===== src/rtl/mem_requester_pkg.sv =====
// Shared types for the main-memory requester: access sizes, FSM states and
// the memory access-type encoding, plus small decode helpers.
package mem_requester_pkg;

    typedef enum logic [1:0] {
        LssByte = 2'd0,
        LssHalf = 2'd1,
        LssWord = 2'd2
    } ls_size_e;

    typedef enum logic [2:0] {
        Idle,
        IfRd,
        LsRd,
        RmwRd,
        RmwWr,
        LsWr,
        Resp,
        Reject
    } mem_req_state_e;

    typedef enum logic {
        DiatRead  = 1'b0,
        DiatWrite = 1'b1
    } data_inout_access_type_e;

    // Encoding 3 has no size of its own and behaves as a word access.
    function automatic ls_size_e decode_size(input logic [1:0] raw);
        return (raw == 2'd3) ? LssWord : ls_size_e'(raw);
    endfunction

    function automatic logic is_misaligned(input ls_size_e size, input logic [1:0] offset);
        case (size)
            LssHalf: return offset[0];
            LssWord: return offset != 2'd0;
            default: return 1'b0;
        endcase
    endfunction

endpackage


===== src/rtl/mem_requester_lane_steer.sv =====
// Big-endian lane steering: extracts a zero-extended byte/half/word from a
// memory word, and merges right-justified store data into that word.
module mem_lane_steer
    import mem_requester_pkg::*;
(
    input  ls_size_e    size,
    input  logic [1:0]  offset,
    input  logic [31:0] word,
    input  logic [31:0] wdata,
    output logic [31:0] load_value,
    output logic [31:0] merged_word
);

    int lsb;

    // NOTE: every output of a combinational block gets a default first, so no
    // path through the case statement can leave a value held and infer a latch.
    always_comb begin
        load_value  = '0;
        merged_word = word;
        lsb         = 0;
        case (size)
            LssByte: begin
                lsb                     = 8 * (3 - int'(offset));
                load_value[7:0]         = word[lsb +: 8];
                merged_word[lsb +: 8]   = wdata[7:0];
            end
            LssHalf: begin
                lsb                     = offset[1] ? 0 : 16;
                load_value[15:0]        = word[lsb +: 16];
                merged_word[lsb +: 16]  = wdata[15:0];
            end
            default: begin
                load_value  = word;
                merged_word = wdata;
            end
        endcase
    end

endmodule


===== src/rtl/mem_requester.sv =====
// Main-memory initiator arbitrating instruction fetch and load/store clients;
// sub-word stores are performed as read-modify-write of the containing word.
module mem_requester
    import mem_requester_pkg::*;
#(
    parameter int ADDR_WIDTH = 32,
    parameter int DATA_WIDTH = 32,
    parameter bit DATA_FIRST = 1'b1
) (
    input  logic                  clk,
    input  logic                  rst,
    input  logic                  if_req,
    input  logic [ADDR_WIDTH-1:0] if_addr,
    output logic                  if_done,
    output logic [DATA_WIDTH-1:0] if_rdata,
    input  logic                  ls_req,
    input  logic                  ls_we,
    input  logic [1:0]            ls_size,
    input  logic [ADDR_WIDTH-1:0] ls_addr,
    input  logic [DATA_WIDTH-1:0] ls_wdata,
    output logic                  ls_done,
    output logic [DATA_WIDTH-1:0] ls_rdata,
    output logic                  ls_misaligned,
    output logic                  mem_req,
    output logic [ADDR_WIDTH-1:0] mem_addr,
    output logic [DATA_WIDTH-1:0] mem_wdata,
    output logic                  mem_access_type,
    input  logic [DATA_WIDTH-1:0] mem_rdata,
    input  logic                  mem_wait
);

    mem_req_state_e          state, next_state;
    data_inout_access_type_e access_type;

    logic [ADDR_WIDTH-1:0] addr_q;
    ls_size_e              size_q;
    logic [DATA_WIDTH-1:0] wdata_q;
    logic                  client_if_q;
    logic [DATA_WIDTH-1:0] if_rdata_q;
    logic [DATA_WIDTH-1:0] ls_rdata_q;

    logic [DATA_WIDTH-1:0] load_value;
    logic [DATA_WIDTH-1:0] merged_word;

    ls_size_e in_size;
    logic     in_misaligned;
    logic     take_ls;
    logic     take_if;

    assign in_size       = decode_size(ls_size);
    assign in_misaligned = is_misaligned(in_size, ls_addr[1:0]);
    assign take_ls       = ls_req && (DATA_FIRST || !if_req);
    assign take_if       = if_req && !take_ls;

    mem_lane_steer u_lane_steer (
        .size        (size_q),
        .offset      (addr_q[1:0]),
        .word        (mem_rdata),
        .wdata       (wdata_q),
        .load_value  (load_value),
        .merged_word (merged_word)
    );

    // NOTE: registers use non-blocking assignment so every flop samples the
    // pre-edge values, independent of the order the always blocks evaluate.
    always_ff @(posedge clk) begin
        if (rst) begin
            state <= Idle;
        end else begin
            state <= next_state;
        end
    end

    always_comb begin
        next_state = state;
        case (state)
            Idle: begin
                if (take_ls) begin
                    if (in_misaligned)           next_state = Reject;
                    else if (!ls_we)             next_state = LsRd;
                    else if (in_size == LssWord) next_state = LsWr;
                    else                         next_state = RmwRd;
                end else if (take_if) begin
                    next_state = IfRd;
                end
            end
            IfRd, LsRd:   if (!mem_wait) next_state = Resp;
            RmwRd:        if (!mem_wait) next_state = RmwWr;
            RmwWr, LsWr:  next_state = Resp;
            Resp, Reject: next_state = Idle;
            default:      next_state = Idle;
        endcase
    end

    // Request parameters are frozen on the Idle exit edge; a stalled read
    // therefore keeps every mem_* output stable until it completes.
    always_ff @(posedge clk) begin
        if (rst) begin
            addr_q      <= '0;
            size_q      <= LssByte;
            wdata_q     <= '0;
            client_if_q <= 1'b0;
            if_rdata_q  <= '0;
            ls_rdata_q  <= '0;
        end else begin
            if (state == Idle) begin
                if (take_ls) begin
                    addr_q      <= ls_addr;
                    size_q      <= in_size;
                    wdata_q     <= ls_wdata;
                    client_if_q <= 1'b0;
                end else if (take_if) begin
                    addr_q      <= if_addr;
                    size_q      <= LssWord;
                    client_if_q <= 1'b1;
                end
            end
            if (!mem_wait) begin
                if (state == IfRd)  if_rdata_q <= mem_rdata;
                if (state == LsRd)  ls_rdata_q <= load_value;
                if (state == RmwRd) wdata_q    <= merged_word;
            end
        end
    end

    always_comb begin
        mem_req       = 1'b0;
        mem_addr      = '0;
        mem_wdata     = '0;
        access_type   = DiatRead;
        if_done       = 1'b0;
        ls_done       = 1'b0;
        ls_misaligned = 1'b0;
        case (state)
            IfRd, LsRd, RmwRd: begin
                mem_req  = 1'b1;
                mem_addr = {addr_q[ADDR_WIDTH-1:2], 2'b00};
            end
            RmwWr, LsWr: begin
                mem_req     = 1'b1;
                mem_addr    = {addr_q[ADDR_WIDTH-1:2], 2'b00};
                mem_wdata   = wdata_q;
                access_type = DiatWrite;
            end
            Resp: begin
                if_done = client_if_q;
                ls_done = !client_if_q;
            end
            Reject:  ls_misaligned = 1'b1;
            default: ;
        endcase
    end

    assign mem_access_type = access_type;
    assign if_rdata        = if_rdata_q;
    assign ls_rdata        = ls_rdata_q;

endmodule


===== config.mk =====
export PLATFORM = sky130hd
export DESIGN_NAME = mem_requester
export DESIGN_NICKNAME = d
export VERILOG_FILES = /design/src/rtl/mem_requester_pkg.sv /design/src/rtl/mem_requester_lane_steer.sv /design/src/rtl/mem_requester.sv
export SDC_FILE = /design/constraint.sdc
export NUM_CORES = 1
export LEC_CHECK = 0
export BUFFER_PORTS_ARGS = -buffer_cell sky130_fd_sc_hd__clkbuf_2
export CAP_MARGIN = 20
export CORE_ASPECT_RATIO = 0.8
export CORE_MARGIN = 2
export CORE_UTILIZATION = 50
export DETAILED_ROUTE_END_ITERATION = 10
export PLACE_DENSITY = 0.81
export SLEW_MARGIN = 40
export SYNTH_ARGS = -nofsm -noshare
export SYNTH_HDL_FRONTEND = slang
export SYNTH_SLANG_ARGS = --single-unit

===== constraint.sdc =====
create_clock -name clk -period 3.05 [get_ports clk]
set_clock_uncertainty 0.2 [all_clocks]
set_input_delay 0.915 -clock clk [delete_from_list [all_inputs] [get_ports clk]]
set_output_delay 0.915 -clock clk [all_outputs]
set_load 0.01 [all_outputs]

# After elaboration in Yosys (flattened, before gate mapping)
# Index checks and enable logic that the tools add are counted.
dict set report classes {
  shift 6
  n_eq_ne 15
  n_addsub 3
  reduce_logical 16
  bitwise_logic 1
  muxes 34
}
# op n
set ops {}
lappend ops {{2-to-1 mux 32 bit} 8}
lappend ops {{negation 32 -> 33 bit} 2}
lappend ops {{bitwise mux 32 bit} 2}
lappend ops {{one-hot mux 32 bit (2 select lines)} 1}
lappend ops {{variable shift 16 x 33 -> 32 bit (first input constant)} 1}
lappend ops {{variable shift 8 x 33 -> 32 bit (first input constant)} 1}
lappend ops {{indexed part select 16 x 33 -> 32 bit} 1}
lappend ops {{indexed part select 8 x 33 -> 32 bit} 1}
lappend ops {{one-hot mux 8 bit (2 select lines)} 2}
lappend ops {{indexed part select 32 x 32 -> 16 bit} 1}
lappend ops {{indexed part select 32 x 32 -> 8 bit} 1}
lappend ops {{2-to-1 mux 3 bit} 7}
lappend ops {{2-to-1 mux 16 bit} 1}
lappend ops {{one-hot mux 3 bit (5 select lines)} 1}
lappend ops {{equality test 3 bit (second input constant)} 4}
lappend ops {{OR reduction 2 bit} 4}
lappend ops {{2-to-1 mux 1 bit} 7}
lappend ops {{equality test 3 x 2 -> 1 bit (second input constant)} 2}
lappend ops {{2-to-1 mux 2 bit} 3}
lappend ops {{AND reduction 2 bit} 3}
lappend ops {{2-to-1 mux 5 bit} 1}
lappend ops {{OR reduction 5 bit} 1}
lappend ops {{equality test 2 x 1 -> 1 bit (second input constant)} 2}
lappend ops {{equality test 2 bit (second input constant)} 2}
lappend ops {{13 further kinds} 16}
dict set report word_totals {
  in_bits 136
  output_inout_bits 133
  wordCells 82
  reg_bits 134
}

# Logic depth before layout (Yosys ltp)
dict set report logic_depth {
  ltp_word 8
  mapped_depth 9
  ltp_nobuf 6
}

# Modules after synthesis
# Synthesis repeated with hierarchy kept, for this count alone.
dict set report hier_totals {
  hier_cells 924
  area_unflattened_um2 7288.2
}
# module area_per_inst_um2 cells_per_inst seq_area_each_um2 instances
set by_module_without_submodules {}
lappend by_module_without_submodules {mem_requester 5900.7 728 2682.6 1}
lappend by_module_without_submodules {mem_lane_steer 1387.6 196 0.0 1}

# Worst setup path after synthesis
# OpenSTA, ideal clock, no wires.
dict set report synth_timing {
  path_kind {reg2reg}
  startpoint {register addr_q[1]}
  endpoint {register wdata_q[11]}
  path_slack_ps 565
  path_stages_with_launch 10
  synth_period_minus_slack_ps 2485
  t_arrival_ps 2181
  required_time_ps 2747
  setup_time_ps 103
  n_path_buf 3
  cell_sequence {dfxtp_1 -> buf_2 -> buf_4 -> inv_1 -> ha_1 -> nor4bb_1 -> buf_2 -> a221o_1 -> o21ai_0 -> a2111oi_2}
}
dict set report synth_via {
  elab_chain_cells 7
  elab_cells_between_ends 13
  cone_classes {add/sub: 3; shift: 4; mux: 6}
}
# item line_no
set synth_rtl {}
lappend synth_rtl {{start: declaration} mem_requester.sv:35} ;# logic [ADDR_WIDTH-1:0] addr_q;
lappend synth_rtl {{start signal: assignment} mem_requester.sv:108} ;# addr_q <= ls_addr;
lappend synth_rtl {{start signal: assignment} mem_requester.sv:113} ;# addr_q <= if_addr;
lappend synth_rtl {{subtractor 2 x 2 -> 3 bit / 2-to-1 mux 5 bit (equally long branches)} {mem_requester_lane_steer.sv:24, mem_requester_lane_steer.sv:29}}
lappend synth_rtl {{negation 32 -> 33 bit, on equally long branches} {mem_requester_lane_steer.sv:26, mem_requester_lane_steer.sv:31}}
lappend synth_rtl {{indexed part select 8 x 33 -> 32 bit, or another cell as far along} mem_requester_lane_steer.sv:26} ;# merged_word[lsb +: 8] = wdata[7:0];
lappend synth_rtl {{bitwise mux 32 bit, on equally long branches} {mem_requester_lane_steer.sv:26, mem_requester_lane_steer.sv:31}}
lappend synth_rtl {{one-hot mux 32 bit (2 select lines) (*)} mem_requester_lane_steer.sv:22} ;# case (size)
lappend synth_rtl {{2-to-1 mux 32 bit (*)} mem_requester.sv:121} ;# if (state == RmwRd) wdata_q <= merged_word;
lappend synth_rtl {{2-to-1 mux 32 bit (*)} mem_requester.sv:118} ;# if (!mem_wait) begin
lappend synth_rtl {{end signal: assignment} mem_requester.sv:110} ;# wdata_q <= ls_wdata;
lappend synth_rtl {{end signal: assignment} mem_requester.sv:121}
lappend synth_rtl {{end: declaration} mem_requester.sv:37} ;# logic [DATA_WIDTH-1:0] wdata_q;
# Every way passes the cells marked *; elsewhere a longest branch is shown, timed or not.
# A chain may end at the register's enable or synchronous reset.

# Worst setup path after layout
dict set report layout_timing {
  startpoint {register state[2]}
  endpoint {output port mem_wdata[13]}
}
dict set report layout_via {
  elab_chain_cells 3
  elab_cells_between_ends 4
  cone_classes {eq/ne: 2; mux: 1; reduce/logical: 1}
}
# item line_no
set layout_rtl {}
lappend layout_rtl {{start: declaration} mem_requester.sv:32} ;# mem_req_state_e state, next_state;
lappend layout_rtl {{start signal: assignment} mem_requester.sv:68} ;# state <= Idle;
lappend layout_rtl {{start signal: assignment} mem_requester.sv:70} ;# state <= next_state;
lappend layout_rtl {{equality test 3 bit} mem_requester.sv:134} ;# case (state)
lappend layout_rtl {{OR reduction 2 bit (*)} -}
lappend layout_rtl {{2-to-1 mux 32 bit (*)} mem_requester.sv:134}
lappend layout_rtl {{end: declaration} mem_requester.sv:26} ;# output logic [DATA_WIDTH-1:0] mem_wdata,
# Marked as above.

==> impl_summary.md <==
Outcome
The flow ran to the end, and the final reports show no timing, DRC or antenna violations.

Power
The design draws 8.06 mW. The worst vdd rail ir drop is 0.471 mV. The total power divided by cell area is 877 nW/um2.

The leakage power total is 4.06 nW.

Setup path
The maximum net fanout on the critical path is 33. The required time of the worst setup path is 1.93 ns. The arrival time at the worst endpoint is 1.83 ns. The reg2reg setup slack is 0.64 ns. The path type of the worst setup path is flop to primary output. The element type at the critical path start is a flop. The kind of end point of the critical path is a primary output.

Layout
The number of antenna diodes in the final layout is 0. Of the cells placed in the final design, the portion with a size suffix greater than 1 is 0.317. The net count reported at finish is 1,215.

The area added between synthesis and finish is 30.8%.

Logic synthesis
The cell count after synthesis is 838. The fraction of registers with async set or reset after synthesis is 0. For this run, the number of Yosys warnings is 0.

The simple-gate share of the synthesized area is 0.218. In this run, synthesis produced a sequential element count of 134. The number of library cell types mapped by synthesis is 64. In the synthesized netlist the dominant register cell turns out to be sky130_fd_sc_hd__dfxtp_1. The count of flip-flops with a built-in enable after synthesis is 0.

The netlist area before placement is 7030 um2. The fraction of the mapped netlist area in adder cells is 0.00890. Of the total synthesized cell area, the portion taken by XOR and XNOR cells is 0. Measured against the total synthesized area, the mux share comes to 0.0799. The fraction of the yosys area taken by sequential cells is 0.381.

In this run the mean area of a mapped cell was 8.39 um2. The compound-cell area share of the yosys netlist is 0.256. The combinational family with the most area after synthesis is compound AO/OA/AOI/OAI gates.

CTS
The clock tree from TritonCTS is done. The deepest clock path buffer count is 2. After clock tree synthesis, the flow added hold-fix buffers numbering 0.

The clock drives 134 sinks. Clock tree synthesis selected as its root buffer the cell sky130_fd_sc_hd__clkbuf_16. The number of clock buffers inserted by TritonCTS is 17. The H-tree generated during clock tree synthesis spans 4 levels. Buffers added to address setup during post-CTS repair amount to 0. The insertion delay of the later-clocked pin in the worst-skew pair is 0.41 ns.

The clock transition at the register clock pins on the worst setup and hold paths after CTS is 0.06 ns.

Die
The initial core utilization is 0.515. The die height is 110 um. The die footprint is 15,000 um2. The number of primary I/O pins is 269. After floorplanning, the core was divided into 38 placement rows.

The die is 137 um wide. The core region area is 13,600 um2.

STA
The worst slew slack as a fraction of its limit is 0.510. Setup repair after global routing left no endpoint under its margin. At the pin with the least slew margin, the transition time is 0.733 ns.

In the finished design, the share of the clock period the worst path needs comes to 0.965. The total count of max-transition violations in the final report is 0. The worst hold slack is 0.252 ns. The final setup violation count is 0. Timing would allow up to 0.340 GHz. The final-report hold violation count is 0. For the finished layout, the period the worst path requires is 2.94 ns. In the final timing run, aggregate negative setup slack is 0 ns.

GRT
The residual overflow from global routing is 0. The number of antenna violations at the first check in global routing is 0. The first global-routing pass estimated 35,900 um of wire. Entering global routing, the biggest net connects 47 pins.

The via count of the first global-routing pass was 6,647. The overall track demand over capacity in global routing is 0.311.

Drt
The first-pass detailed-route iteration total is 5. The detailed route wirelength on metal2 is 10,500 um. The final routed wire length divided by cell count is 18.9 um. The met1 layer wirelength in the final routing is 9900 um.

The final routed wirelength across all metal layers is 23,900 um. Dividing the detail-routed via count by the number of cells gives 5.88. The via count of the routed design is 7,454. For this run, design rule violations remaining after detail routing come to 0. The uppermost layer routed is met4. The violation count after the first detailed-route iteration is 920. In this run the remaining antenna-violating nets after routing total 0.

The routed design uses 2930 um of met3 wire.

Hold path
The classification of the worst-slack hold path is flop to flop.

Placed design
The final weighted congestion in routability-driven placement is 0.920. After legalization and detailed placement, the total HPWL measured 17,200 um. In this run the tool buffered the top-level ports with 266 buffer cells.

Job
The number of max-cap violations is 0.
[final timing paths]
kind / to / depth (start not counted) / start
max reg2reg: wdata_q[8] / 8 / addr_q[0]
max: mem_wdata[13] / 6 / state[2]
min: ls_rdata[19] / 2 / ls_rdata[19]
min reg2reg: ls_rdata[19] / 2 / ls_rdata[19]
[cell usage after synthesis (2+ instances only)]
cell | number | area [um2]
sky130_fd_sc_hd__ha_1 | 5 | 62.6
sky130_fd_sc_hd__a211o_1 | 3 | 26.3
sky130_fd_sc_hd__inv_1 | 10 | 37.5
sky130_fd_sc_hd__a21o_1 | 2 | 15.0
sky130_fd_sc_hd__o211a_1 | 7 | 70.1
sky130_fd_sc_hd__a211oi_1 | 52 | 390
sky130_fd_sc_hd__nor3_1 | 18 | 90.1
sky130_fd_sc_hd__nor2b_1 | 4 | 25.0
sky130_fd_sc_hd__nand4bb_1 | 2 | 22.5
sky130_fd_sc_hd__dfxtp_1 | 134 | 2680
sky130_fd_sc_hd__a21oi_1 | 65 | 325
sky130_fd_sc_hd__buf_1 | 6 | 22.5
sky130_fd_sc_hd__a221o_1 | 29 | 290
sky130_fd_sc_hd__o31ai_1 | 2 | 15.0
sky130_fd_sc_hd__and2_1 | 63 | 394
sky130_fd_sc_hd__buf_4 | 5 | 37.5
sky130_fd_sc_hd__nand3b_1 | 3 | 22.5
sky130_fd_sc_hd__and3_1 | 4 | 25.0
sky130_fd_sc_hd__nor4b_2 | 2 | 30.0
sky130_fd_sc_hd__a221oi_1 | 14 | 123
sky130_fd_sc_hd__nand2_1 | 98 | 368
sky130_fd_sc_hd__o21ai_0 | 17 | 85.1
sky130_fd_sc_hd__nor2_1 | 81 | 304
sky130_fd_sc_hd__a22oi_1 | 17 | 128
sky130_fd_sc_hd__a22o_1 | 8 | 70.1
sky130_fd_sc_hd__o221ai_1 | 2 | 17.5
sky130_fd_sc_hd__buf_2 | 28 | 140
sky130_fd_sc_hd__nand3_1 | 19 | 95.1
sky130_fd_sc_hd__clkbuf_1 | 37 | 139
sky130_fd_sc_hd__nor4bb_1 | 2 | 20.0
sky130_fd_sc_hd__o2111ai_1 | 8 | 70.1
sky130_fd_sc_hd__mux2i_1 | 55 | 551
sky130_fd_sc_hd__o21a_1 | 2 | 15.0
sky130_fd_sc_hd__a2111oi_1 | 4 | 40.0
[cell usage in the layout, fill, tap and decap left out, types with 3 or more instances in the layout]
cell,n
sky130_fd_sc_hd__nand2_1,98
sky130_fd_sc_hd__bufinv_16,6
sky130_fd_sc_hd__nand3_1,19
sky130_fd_sc_hd__clkbuf_16,17
sky130_fd_sc_hd__ha_1,5
sky130_fd_sc_hd__a221oi_1,14
sky130_fd_sc_hd__buf_4,23
sky130_fd_sc_hd__a2111oi_1,4
sky130_fd_sc_hd__mux2i_1,55
sky130_fd_sc_hd__o2111ai_1,8
sky130_fd_sc_hd__clkinv_4,5
sky130_fd_sc_hd__and2_1,63
sky130_fd_sc_hd__inv_1,10
sky130_fd_sc_hd__clkbuf_2,265
sky130_fd_sc_hd__dfxtp_1,132
sky130_fd_sc_hd__a22o_1,8
sky130_fd_sc_hd__nor2_1,81
sky130_fd_sc_hd__o21ai_0,17
sky130_fd_sc_hd__o211a_1,7
sky130_fd_sc_hd__nand3b_1,3
sky130_fd_sc_hd__nor3_1,17
sky130_fd_sc_hd__a221o_1,29
sky130_fd_sc_hd__and3_1,4
sky130_fd_sc_hd__a211o_1,3
sky130_fd_sc_hd__a21oi_1,64
sky130_fd_sc_hd__nor2b_1,3
sky130_fd_sc_hd__a211oi_1,52
sky130_fd_sc_hd__a22oi_1,17
sky130_fd_sc_hd__buf_6,3
[worst max-delay path, cell delays in order, from the launching register on]
cell,delay (ns)
sky130_fd_sc_hd__dfxtp_4,0.40
sky130_fd_sc_hd__buf_6,0.19
sky130_fd_sc_hd__inv_1,0.10
sky130_fd_sc_hd__nor2_1,0.18
sky130_fd_sc_hd__buf_6,0.23
sky130_fd_sc_hd__and2_1,0.16
sky130_fd_sc_hd__clkbuf_2,0.14
[kinds of logic after synthesis]
logic type / Yosys count
buffers and inverters: 88
flip-flops: 134
adder cells (fa/ha/maj): 5
AO/OA/AOI/OAI: 244
multiplexers: 56
other: 1
AND/OR/NAND/NOR: 310
[through the flow]
| step | util | area (um2) | instances | worst slack (ns) |
|---|---|---|---|---|
| 2_1_floorplan | - | 7040 | 839 | 0.565 |
| 3_3_place_gp | 0.621 | 8480 | 1234 | 0.449 |
| 3_5_place_dp | 0.622 | 8480 | 1234 | 0.386 |
| 4_1_cts | 0.672 | 9170 | 1266 | 0.0256 |
| 5_1_grt | 0.674 | 9200 | 1267 | 0.0120 |
| 6_report | 0.674 | 9200 | 1267 | 0.106 |
[power by group]
part	total [mW]	internal, mW	switching (mW)
clock	2.35	1.54	0.812
combinational	3.18	1.27	1.91
sequential	2.53	2.18	0.352
[layer usage]
layer,GRT usage,vias up
met4,0.128,0
met2,0.461,442
met3,0.0764,55
met1,0.434,3396
met5,0,-
li1,-,3561
[layout make-up]
type	instances	area, um2
Fill cell	1130	4450
Multi-Input combinational cell	618	4010
Sequential cell	134	2690
Timing Repair Buffer	292	1550
Clock buffer	17	425
Clock inverter	15	253
Tap cell	180	225
Inverter	11	41.3
[flip-flops by register name, indices dropped and copies added, names as in the netlist]
register	count
if_rdata	32
size_q	2
ls_rdata	32
wdata_q	32
client_if_q	1
addr_q	32
state	3
[repair_timing]
| item | CTS | global route |
|---|---|---|
| setup endpoints to repair | 5 | 56 |
| pin swaps | 0 | 0 |
| cloned | 0 | 1 |
| endpoints found under the hold margin | 0 | 0 |
| gates resized for setup | 1 | 6 |
Note: power is estimated with default switching activity, not from simulation.
